[config.mk]
export PLATFORM = sky130hd
export DESIGN_NAME = hatch_mem_arb_flat
export DESIGN_NICKNAME = d
export VERILOG_FILES = /design/src/rtl/hatch_mem_arb_if.sv /design/src/rtl/hatch_mem_arb.sv /design/src/flat_wrapper.sv
export SDC_FILE = /design/constraint.sdc
export NUM_CORES = 1
export LEC_CHECK = 0
export ABC_CLOCK_PERIOD_IN_PS = 18900
export BUFFER_PORTS_ARGS = -buffer_cell sky130_fd_sc_hd__buf_4
export CAP_MARGIN = 40
export CORE_UTILIZATION = 24
export CTS_BUF_LIST = sky130_fd_sc_hd__clkbuf_2
export CTS_CLUSTER_SIZE = 24
export DETAILED_ROUTE_END_ITERATION = 12
export GPL_ROUTABILITY_DRIVEN = 1
export PLACE_DENSITY = 0.55
export SYNTH_ARGS = -nofsm -noshare
export SYNTH_HDL_FRONTEND = slang
export SYNTH_SLANG_ARGS = --single-unit
[constraint.sdc]
create_clock -name clk -period 18.9 [get_ports clk]
set_input_delay 3.78 -clock clk [delete_from_list [all_inputs] [get_ports clk]]
set_output_delay 3.78 -clock clk [all_outputs]
set_load 0.01 [all_outputs]
[src/rtl/hatch_mem_arb_if.sv]
// hatch_mem_arb_if: fetch, loader and RAM signals of the hatch memory arbiter.
// slave  = arbiter view (takes requests, drives grants/responses and the RAM side).
// master = requester/RAM view (drives requests and read data).
interface hatch_mem_arb_if #(
   parameter int IW = 6,
   parameter int DW = 48
);
   logic          fetch_req;
   logic [31:0]   fetch_addr;
   logic          fetch_gnt;
   logic          fetch_valid;
   logic [DW-1:0] fetch_data;
   logic          fetch_fault;

   logic          load_req;
   logic          load_we;
   logic [IW-1:0] load_idx;
   logic [DW-1:0] load_wdata;
   logic          load_gnt;
   logic          load_valid;
   logic [DW-1:0] load_rdata;

   logic          mem_en;
   logic          mem_we;
   logic [IW-1:0] mem_idx;
   logic [DW-1:0] mem_wdata;
   logic [DW-1:0] mem_rdata;

   modport slave (
      input  fetch_req, fetch_addr, load_req, load_we, load_idx, load_wdata, mem_rdata,
      output fetch_gnt, fetch_valid, fetch_data, fetch_fault,
      output load_gnt, load_valid, load_rdata,
      output mem_en, mem_we, mem_idx, mem_wdata
   );

   modport master (
      output fetch_req, fetch_addr, load_req, load_we, load_idx, load_wdata, mem_rdata,
      input  fetch_gnt, fetch_valid, fetch_data, fetch_fault,
      input  load_gnt, load_valid, load_rdata,
      input  mem_en, mem_we, mem_idx, mem_wdata
   );
endinterface

[src/rtl/hatch_mem_arb.sv]
// hatch_mem_arb: arbitrates the CPU fetch port (byte addresses) and the loader
// port (word indices) onto one single-port synchronous hatch instruction RAM.
// Fetch has priority, but a waiting load is served after MAX_STREAK fetch grants.
// Optional feature macro: HATCH_FETCH_CHECK_EN -- illegal fetch addresses are not
// sent to the RAM and answer with a fault; the loader may take the freed slot.
module hatch_mem_arb #(
   parameter int DEPTH      = 64,
   parameter int IW         = 6,
   parameter int DW         = 48,
   parameter int MAX_STREAK = 4
) (
   input logic               clk,
   input logic               rst_b,
   hatch_mem_arb_if.slave    bus
);

   localparam int          SW         = $clog2(MAX_STREAK + 1);
   localparam logic [31:0] ADDR_LIMIT = 32'(6 * DEPTH);
   localparam logic [SW-1:0] STREAK_MAX = SW'(MAX_STREAK);

   logic [SW-1:0] streak;
   logic [31:0]   fetch_word;
   logic [IW-1:0] fetch_idx;
   logic          fetch_aligned;
   logic          fetch_in_range;
   logic          fetch_ok;
   logic          fetch_gnt_c;
   logic          load_gnt_c;
   logic          load_fill;
   logic          fetch_pend;
   logic          fault_pend;
   logic          load_pend;
   logic          load_wr_pend;
   logic [DW-1:0] fetch_resp;
   logic [DW-1:0] load_resp;
   logic [DW-1:0] fetch_data_q;
   logic [DW-1:0] load_rdata_q;
   logic          unused_bits;

   // Byte address to word index; legality of the address for the fault check.
   always_comb begin
      fetch_word     = bus.fetch_addr / 32'd6;
      fetch_idx      = fetch_word[IW-1:0];
      fetch_aligned  = (bus.fetch_addr % 32'd6) == 32'd0;
      fetch_in_range = bus.fetch_addr < ADDR_LIMIT;
`ifdef HATCH_FETCH_CHECK_EN
      fetch_ok       = fetch_aligned && fetch_in_range;
`else
      fetch_ok       = 1'b1;
`endif
   end

   assign unused_bits = ^{fetch_word[31:IW], fetch_aligned, fetch_in_range};

   // Grant selection; a faulting fetch leaves the RAM slot free for the loader.
   always_comb begin
      fetch_gnt_c = 1'b0;
      load_gnt_c  = 1'b0;
      load_fill   = 1'b0;
      if (rst_b) begin
         if (bus.fetch_req && (!bus.load_req || streak != STREAK_MAX)) begin
            fetch_gnt_c = 1'b1;
            if (!fetch_ok && bus.load_req) begin
               load_gnt_c = 1'b1;
               load_fill  = 1'b1;
            end
         end else if (bus.load_req) begin
            load_gnt_c = 1'b1;
         end
      end
   end

   // RAM control for the granted requester; all zero when idle.
   always_comb begin
      bus.mem_en    = 1'b0;
      bus.mem_we    = 1'b0;
      bus.mem_idx   = '0;
      bus.mem_wdata = '0;
      if (load_gnt_c) begin
         bus.mem_en    = 1'b1;
         bus.mem_we    = bus.load_we;
         bus.mem_idx   = bus.load_idx;
         bus.mem_wdata = bus.load_we ? bus.load_wdata : '0;
      end else if (fetch_gnt_c && fetch_ok) begin
         bus.mem_en  = 1'b1;
         bus.mem_idx = fetch_idx;
      end
   end

   assign bus.fetch_gnt = fetch_gnt_c;
   assign bus.load_gnt  = load_gnt_c;

   // Starvation counter: consecutive fetch wins while a load waits.
   always_ff @(posedge clk) begin
      if (!rst_b) begin
         streak <= '0;
      end else if (!bus.load_req || (load_gnt_c && !load_fill)) begin
         streak <= '0;
      end else if (fetch_gnt_c && !load_fill && streak != STREAK_MAX) begin
         streak <= streak + 1'b1;
      end
   end

   // Per-port response tracking for the cycle after a grant.
   always_ff @(posedge clk) begin
      if (!rst_b) begin
         fetch_pend   <= 1'b0;
         fault_pend   <= 1'b0;
         load_pend    <= 1'b0;
         load_wr_pend <= 1'b0;
      end else begin
         fetch_pend   <= fetch_gnt_c;
         fault_pend   <= fetch_gnt_c && !fetch_ok;
         load_pend    <= load_gnt_c;
         load_wr_pend <= load_gnt_c && bus.load_we;
      end
   end

   // RAM read data only becomes valid in the strobe cycle, so the strobe cycle
   // forwards it directly and the holding registers capture it for later cycles.
   always_comb begin
      fetch_resp = fault_pend   ? '0 : bus.mem_rdata;
      load_resp  = load_wr_pend ? '0 : bus.mem_rdata;
   end

   // Hold the last delivered data between strobes.
   always_ff @(posedge clk) begin
      if (!rst_b) begin
         fetch_data_q <= '0;
         load_rdata_q <= '0;
      end else begin
         if (fetch_pend) fetch_data_q <= fetch_resp;
         if (load_pend)  load_rdata_q <= load_resp;
      end
   end

   // Reset gating suppresses the response of a grant made just before reset.
   always_comb begin
      bus.fetch_valid = fetch_pend && rst_b;
      bus.fetch_fault = fault_pend && rst_b;
      bus.load_valid  = load_pend && rst_b;
      bus.fetch_data  = '0;
      bus.load_rdata  = '0;
      if (rst_b) begin
         bus.fetch_data = fetch_pend ? fetch_resp : fetch_data_q;
         bus.load_rdata = load_pend  ? load_resp  : load_rdata_q;
      end
   end

endmodule

[src/flat_wrapper.sv]
// flat-port wrapper written by rule: the top's interface ports become plain ports
module hatch_mem_arb_flat 
#(
   parameter int DEPTH      = 64,
   parameter int IW         = 6,
   parameter int DW         = 48,
   parameter int MAX_STREAK = 4
)
  (clk, rst_b, bus_fetch_req, bus_fetch_addr, bus_load_req, bus_load_we, bus_load_idx, bus_load_wdata, bus_mem_rdata, bus_fetch_gnt, bus_fetch_valid, bus_fetch_data, bus_fetch_fault, bus_load_gnt, bus_load_valid, bus_load_rdata, bus_mem_en, bus_mem_we, bus_mem_idx, bus_mem_wdata);
  hatch_mem_arb_if #(.IW(IW), .DW(DW)) bus_i ();
  input logic clk;
  input logic rst_b;
  input wire logic [$bits(bus_i.fetch_req)-1:0] bus_fetch_req;
  input wire logic [$bits(bus_i.fetch_addr)-1:0] bus_fetch_addr;
  input wire logic [$bits(bus_i.load_req)-1:0] bus_load_req;
  input wire logic [$bits(bus_i.load_we)-1:0] bus_load_we;
  input wire logic [$bits(bus_i.load_idx)-1:0] bus_load_idx;
  input wire logic [$bits(bus_i.load_wdata)-1:0] bus_load_wdata;
  input wire logic [$bits(bus_i.mem_rdata)-1:0] bus_mem_rdata;
  output wire logic [$bits(bus_i.fetch_gnt)-1:0] bus_fetch_gnt;
  output wire logic [$bits(bus_i.fetch_valid)-1:0] bus_fetch_valid;
  output wire logic [$bits(bus_i.fetch_data)-1:0] bus_fetch_data;
  output wire logic [$bits(bus_i.fetch_fault)-1:0] bus_fetch_fault;
  output wire logic [$bits(bus_i.load_gnt)-1:0] bus_load_gnt;
  output wire logic [$bits(bus_i.load_valid)-1:0] bus_load_valid;
  output wire logic [$bits(bus_i.load_rdata)-1:0] bus_load_rdata;
  output wire logic [$bits(bus_i.mem_en)-1:0] bus_mem_en;
  output wire logic [$bits(bus_i.mem_we)-1:0] bus_mem_we;
  output wire logic [$bits(bus_i.mem_idx)-1:0] bus_mem_idx;
  output wire logic [$bits(bus_i.mem_wdata)-1:0] bus_mem_wdata;
  assign bus_i.fetch_req = bus_fetch_req;
  assign bus_i.fetch_addr = bus_fetch_addr;
  assign bus_i.load_req = bus_load_req;
  assign bus_i.load_we = bus_load_we;
  assign bus_i.load_idx = bus_load_idx;
  assign bus_i.load_wdata = bus_load_wdata;
  assign bus_i.mem_rdata = bus_mem_rdata;
  assign bus_fetch_gnt = bus_i.fetch_gnt;
  assign bus_fetch_valid = bus_i.fetch_valid;
  assign bus_fetch_data = bus_i.fetch_data;
  assign bus_fetch_fault = bus_i.fetch_fault;
  assign bus_load_gnt = bus_i.load_gnt;
  assign bus_load_valid = bus_i.load_valid;
  assign bus_load_rdata = bus_i.load_rdata;
  assign bus_mem_en = bus_i.mem_en;
  assign bus_mem_we = bus_i.mem_we;
  assign bus_mem_idx = bus_i.mem_idx;
  assign bus_mem_wdata = bus_i.mem_wdata;
  hatch_mem_arb #(.DEPTH(DEPTH), .IW(IW), .DW(DW), .MAX_STREAK(MAX_STREAK)) u_core (.clk(clk), .rst_b(rst_b), .bus(bus_i));
endmodule
## Word-level counts from Yosys, hierarchy flattened

Index checks and enable logic that the tools add are counted.

| storage, ports and cells | value |
|---|---|
| register bits | 102 |
| bits in writable memories | 0 |
| word-level logic and storage cells | 36 |
| memories kept | 0 |
| input port bits | 139 |
| bits in latches | 0 |
| output and inout bits | 157 |
| bits in read-only memories | 0 |

| operators by class | value |
|---|---|
| $lt $le $gt $ge | 0 |
| add/subtract/negate cells | 1 |
| shift operators | 0 |
| equal/unequal tests | 1 |
| div/mod/pow operators | 1 |
| $mul | 0 |
| reduce and logical (&&, ||, !) cells | 9 |
| muxes and demuxes | 17 |
| bitwise logic cells | 1 |

Operators with widths:

| kind | count |
|---|---|
| $mux 48 | 7 |
| $div 32x3->32 const B | 1 |
| $mux 6 | 2 |
| $mux 1 | 8 |
| $logic_and 1x1->1 | 5 |
| $add 3x1->3 const B | 1 |
| $ne 3x3->1 const B | 1 |
| $logic_or 1x1->1 | 2 |
| $reduce_or 2->1 | 1 |
| $logic_not 1->1 | 1 |
| $not 1->1 | 1 |

## Logic depth before layout (Yosys ltp)

| logic depth | value |
|---|---|
| depth after elaboration | 7 |
| mapped depth | 31 |
| mapped depth without buffers | 24 |

## Worst setup path before layout

OpenSTA, ideal clock, no wires.

| timing path | value |
|---|---|
| path type | in2out |
| from | input port bus_fetch_addr[27] |
| to | output port bus_mem_idx[2] |
| cell stages on the path | 27 |
| required time | 15120 ps |
| data arrival time | 9788 ps |
| slack | 5332 ps |
| buffers on the path | 3 |
| path through | buf_6 -> xnor2_1 -> a2111oi_1 -> or4_1 -> a2111oi_0 -> a311oi_1 -> o21a_1 -> or3_1 -> a31oi_1 -> o2111a_2 -> buf_6 -> mux2i_1 -> a21o_1 -> o22ai_4 -> o32ai_1 -> a221o_1 -> o22ai_4 -> mux2_1 -> o22ai_1 -> a211o_1 -> a31o_1 -> or3_1 -> a221oi_2 -> buf_6 -> xnor2_1 -> o221ai_1 -> a22o_1 |

| on the way | value |
|---|---|
| longest elaborated chain between the ends | 3 |

RTL lines:

| item | line | RTL |
|---|---|---|
| start: declaration | flat_wrapper.sv:14 | `input wire logic [$bits(bus_i.fetch_addr)-1:0] bus_fetch_addr;` |
| $div 32x3->32 | hatch_mem_arb.sv:42 | `fetch_word = bus.fetch_addr / 32'd6;` |
| $mux 6 | hatch_mem_arb.sv:84 | `end else if (fetch_gnt_c && fetch_ok) begin` |
| $mux 6 | hatch_mem_arb.sv:79 | `if (load_gnt_c) begin` |
| end: declaration | flat_wrapper.sv:29 | `output wire logic [$bits(bus_i.mem_idx)-1:0] bus_mem_idx;` |

Every way passes these cells.

## Worst setup path after layout

| timing path | value |
|---|---|
| from | input port bus_fetch_addr[28] |
| to | output port bus_mem_idx[1] |

Same word-level chain as after synthesis.

==> impl_metrics.tcl <==
set metrics [dict create \
    port_buffers 293 \
    power_density_nw_per_um2 57.4 \
    grt_pass1_vias 6010 \
    cts_resized 0 \
    fin_worst_skew_ns 0.0631 \
    netlist.area_leader.share 0.301 \
    synth.avg_cell_area_um2 8.15 \
    die_h_um 170 \
    grtUsageTotal 0.134 \
    rsz0062_at_grt "false" \
    num_vias 6794 \
    maxSlewHeadroom 0.420 \
    worstSetupStartpointType "input pin" \
    ant_nets 0 \
    ys_types 90 \
    yosysMostFrequentCell "nor2b_1" \
    worstSetupEndpointType "primary output" \
    drcViolationCount 0 \
    first_iter_violations 307 \
    ir_worst_vdd_mv 0.0302 \
    dp.cells 1434 \
    wl_per_cell_um 14.4 \
    clk_latency_ns 0.59 \
    initial_utilization 0.244 \
    fin_crit_sh 0.808 \
    root_buffer "clkbuf_2" \
    cts_buffer_depth 2 \
    cts_setup_buffers 0 \
    fin_cells 1451 \
    max_freq_mhz 65.5 \
    antenna_found_initial 1 \
    cts_made_buffers 9 \
    dpl_worst_slack_ns 3.71 \
    synth-seq-cells 102 \
    cts_hold_buf 0 \
    syn_inst 833 \
    async_reset_ff_frac 0 \
    critPathKind "input pin to primary output" \
    drive_above_1_share 0.319 \
    status "finished clean" \
    grt_max_degree 103 \
    overflow 0 \
    drv_cap 0 \
    synthTopCellsByArea "dfxtp_1 30%, nor2b_1 14%, mux2i_1 8.7%" \
    synthesis.area_um2 6790 \
    synthFlopType "dfxtp_1" \
    grt_first_pass_wirelength_um 31600 \
    fp.dieW_um 170 \
    hold-path-cell-count 2 \
    synth_nets 974 \
    finalWorstSetupSlack_ns 3.62 \
    via_per_inst 4.68 \
    first_pass_iters 4 \
    die_area_um2 29000 \
    fin_setup_tns_ns 0 \
    cts_sinks 102 \
    rows 61 \
    syn_to_final_growth_pct 37.2 \
    ios 296 \
    hold_path.class "flop to flop" \
    ff2ff_path_depth 4 \
    hpwl_um 15100 \
    cts_htree_levels 3 \
    arrival_ns 11.50 \
    final-setup-viol-count 0 \
    synth_edf_count 0 \
    nNetsFinal 1208 \
    synth_top_area_cell "dfxtp_1" \
    core-area_um2 27800 \
    tightest_slew_ns 0.871 \
    finalCriticalPeriod_ns 15.28 \
    gp_congestion 0.806 \
    cts_tree "done" \
    leakage_uw 0.00414 \
    hold_viol 0 \
    required_ns 15.12 \
    clk_pin_slew_ns 0.29 \
    routed_wl_um 20900 \
    yosys_warnings 0 \
    slew_viol_final 0 \
    synth.top_cells.by_count "155 x nor2b_1, 102 x dfxtp_1, 64 x a21oi_1" \
    crit_fanout 16 \
    seq_area_frac_synth 0.301 \
]
[per-stage QoR]
stage	hold WS, ns	instance area [um2]	total power, uW	utilization
after floorplan	0.479	6790	361	-
after detailed placement	0.496	9170	422	0.330
after global placement	0.488	9170	420	0.330
after global routing	0.554	9310	569	0.335
after CTS	0.524	9310	541	0.335
final	0.516	9310	535	0.335
[logic make-up (layout without fill, tap and decap cells)]
kind of cell / Yosys count / count (layout) / synth area share
AOI/OAI and AO/OA: 190 / 190 / 0.205
xor gates and xnor gates: 13 / 13 / 0.0168
buffers and inverters: 95 / 334 / 0.0616
DFF: 102 / 102 / 0.301
other: 1 / 2 / 0.000553
muxes: 64 / 64 / 0.0970
adders and majority gates: 2 / 2 / 0.00369
and+or+nand+nor: 366 / 366 / 0.315
[worst max-delay path, stage by stage]
cell	delay [ns]
buf_4	0.17
xnor2_1	0.20
a2111oi_1	0.62
or3_1	0.35
nand2_2	0.09
o32a_1	0.37
o311ai_2	0.44
a2111oi_0	0.13
a311oi_1	0.31
o2111a_2	0.45
nor2_1	0.13
a21oi_2	0.20
and4_1	0.43
o32ai_1	0.14
a221o_1	0.41
o22ai_4	0.33
nor3_1	0.09
a311oi_1	0.40
nand3_1	0.49
xnor2_1	0.31
o221ai_1	0.16
a221oi_2	0.74
mux2i_1	0.17
nor4_1	0.32
o21ai_1	0.10
buf_4	0.15
[sequential cells by signal (all words and copies together) (netlist names)]
register,flops
u_core.fetch_data_q,48
u_core.load_rdata_q,48
u_core.streak,3
u_core.fetch_pend,1
u_core.load_pend,1
u_core.load_wr_pend,1
[cell usage in the layout (no fill, tap or decap), types with 4 or more instances in the layout]
master,count
inv_1,20
o22ai_1,5
buf_4,297
nor2_1,25
a31oi_1,7
a21o_1,5
and2_1,10
nor3b_1,4
clkbuf_2,9
or3_1,8
nor4_1,6
nand4_1,7
a32oi_1,4
o21ai_1,4
dfxtp_1,100
a211oi_1,8
a311oi_1,5
nand3_1,18
nand2_1,41
xnor2_1,11
o31ai_1,4
nor2b_1,154
mux2i_1,59
a21oi_1,63
o21ai_0,12
a211o_1,4
a22oi_1,4
o221ai_1,4
o21a_1,4
nor3_1,15
and3_1,55
nand3b_1,4
o211ai_1,4
a22o_1,4
[per-layer routing]
metal,vias up,track usage,routed length [um]
met1,3121,0.174,9460
met2,195,0.229,9980
met3,14,0.0235,1180
li1,3464,-,-
met5,-,0,0
met4,0,0.0321,253
[report_power, final]
part	leakage [uW]	switching, uW	total (uW)	internal [uW]
Clock	0.0000749	83.3	117	33.9
Combinational	0.00323	103	191	87.5
Sequential	0.000832	2.49	227	225
Total	0.00414	189	535	346
[area by class of cell]
class	instances	area (um2)
Inverter	21	78.8
Clock buffer	9	45.0
Timing Repair Buffer	297	2230
Fill cell	2984	18500
Clock inverter	7	92.6
Tap cell	378	473
Antenna cell	1	2.50
Sequential cell	102	2040
Multi-Input combinational cell	636	4350
[final timing paths]
| check | start | end | slack, ns |
|---|---|---|---|
| setup / recovery | bus_fetch_addr[28] | bus_mem_idx[1] | 3.62 |
| hold / removal | u_core.load_rdata_q[46] | u_core.load_rdata_q[46] | 0.52 |
| setup reg to reg | u_core.load_wr_pend | u_core.load_rdata_q[31] | 17.17 |
| hold reg to reg | u_core.load_rdata_q[46] | u_core.load_rdata_q[46] | 0.52 |
No activity file was read; power rests on OpenSTA's default activity.
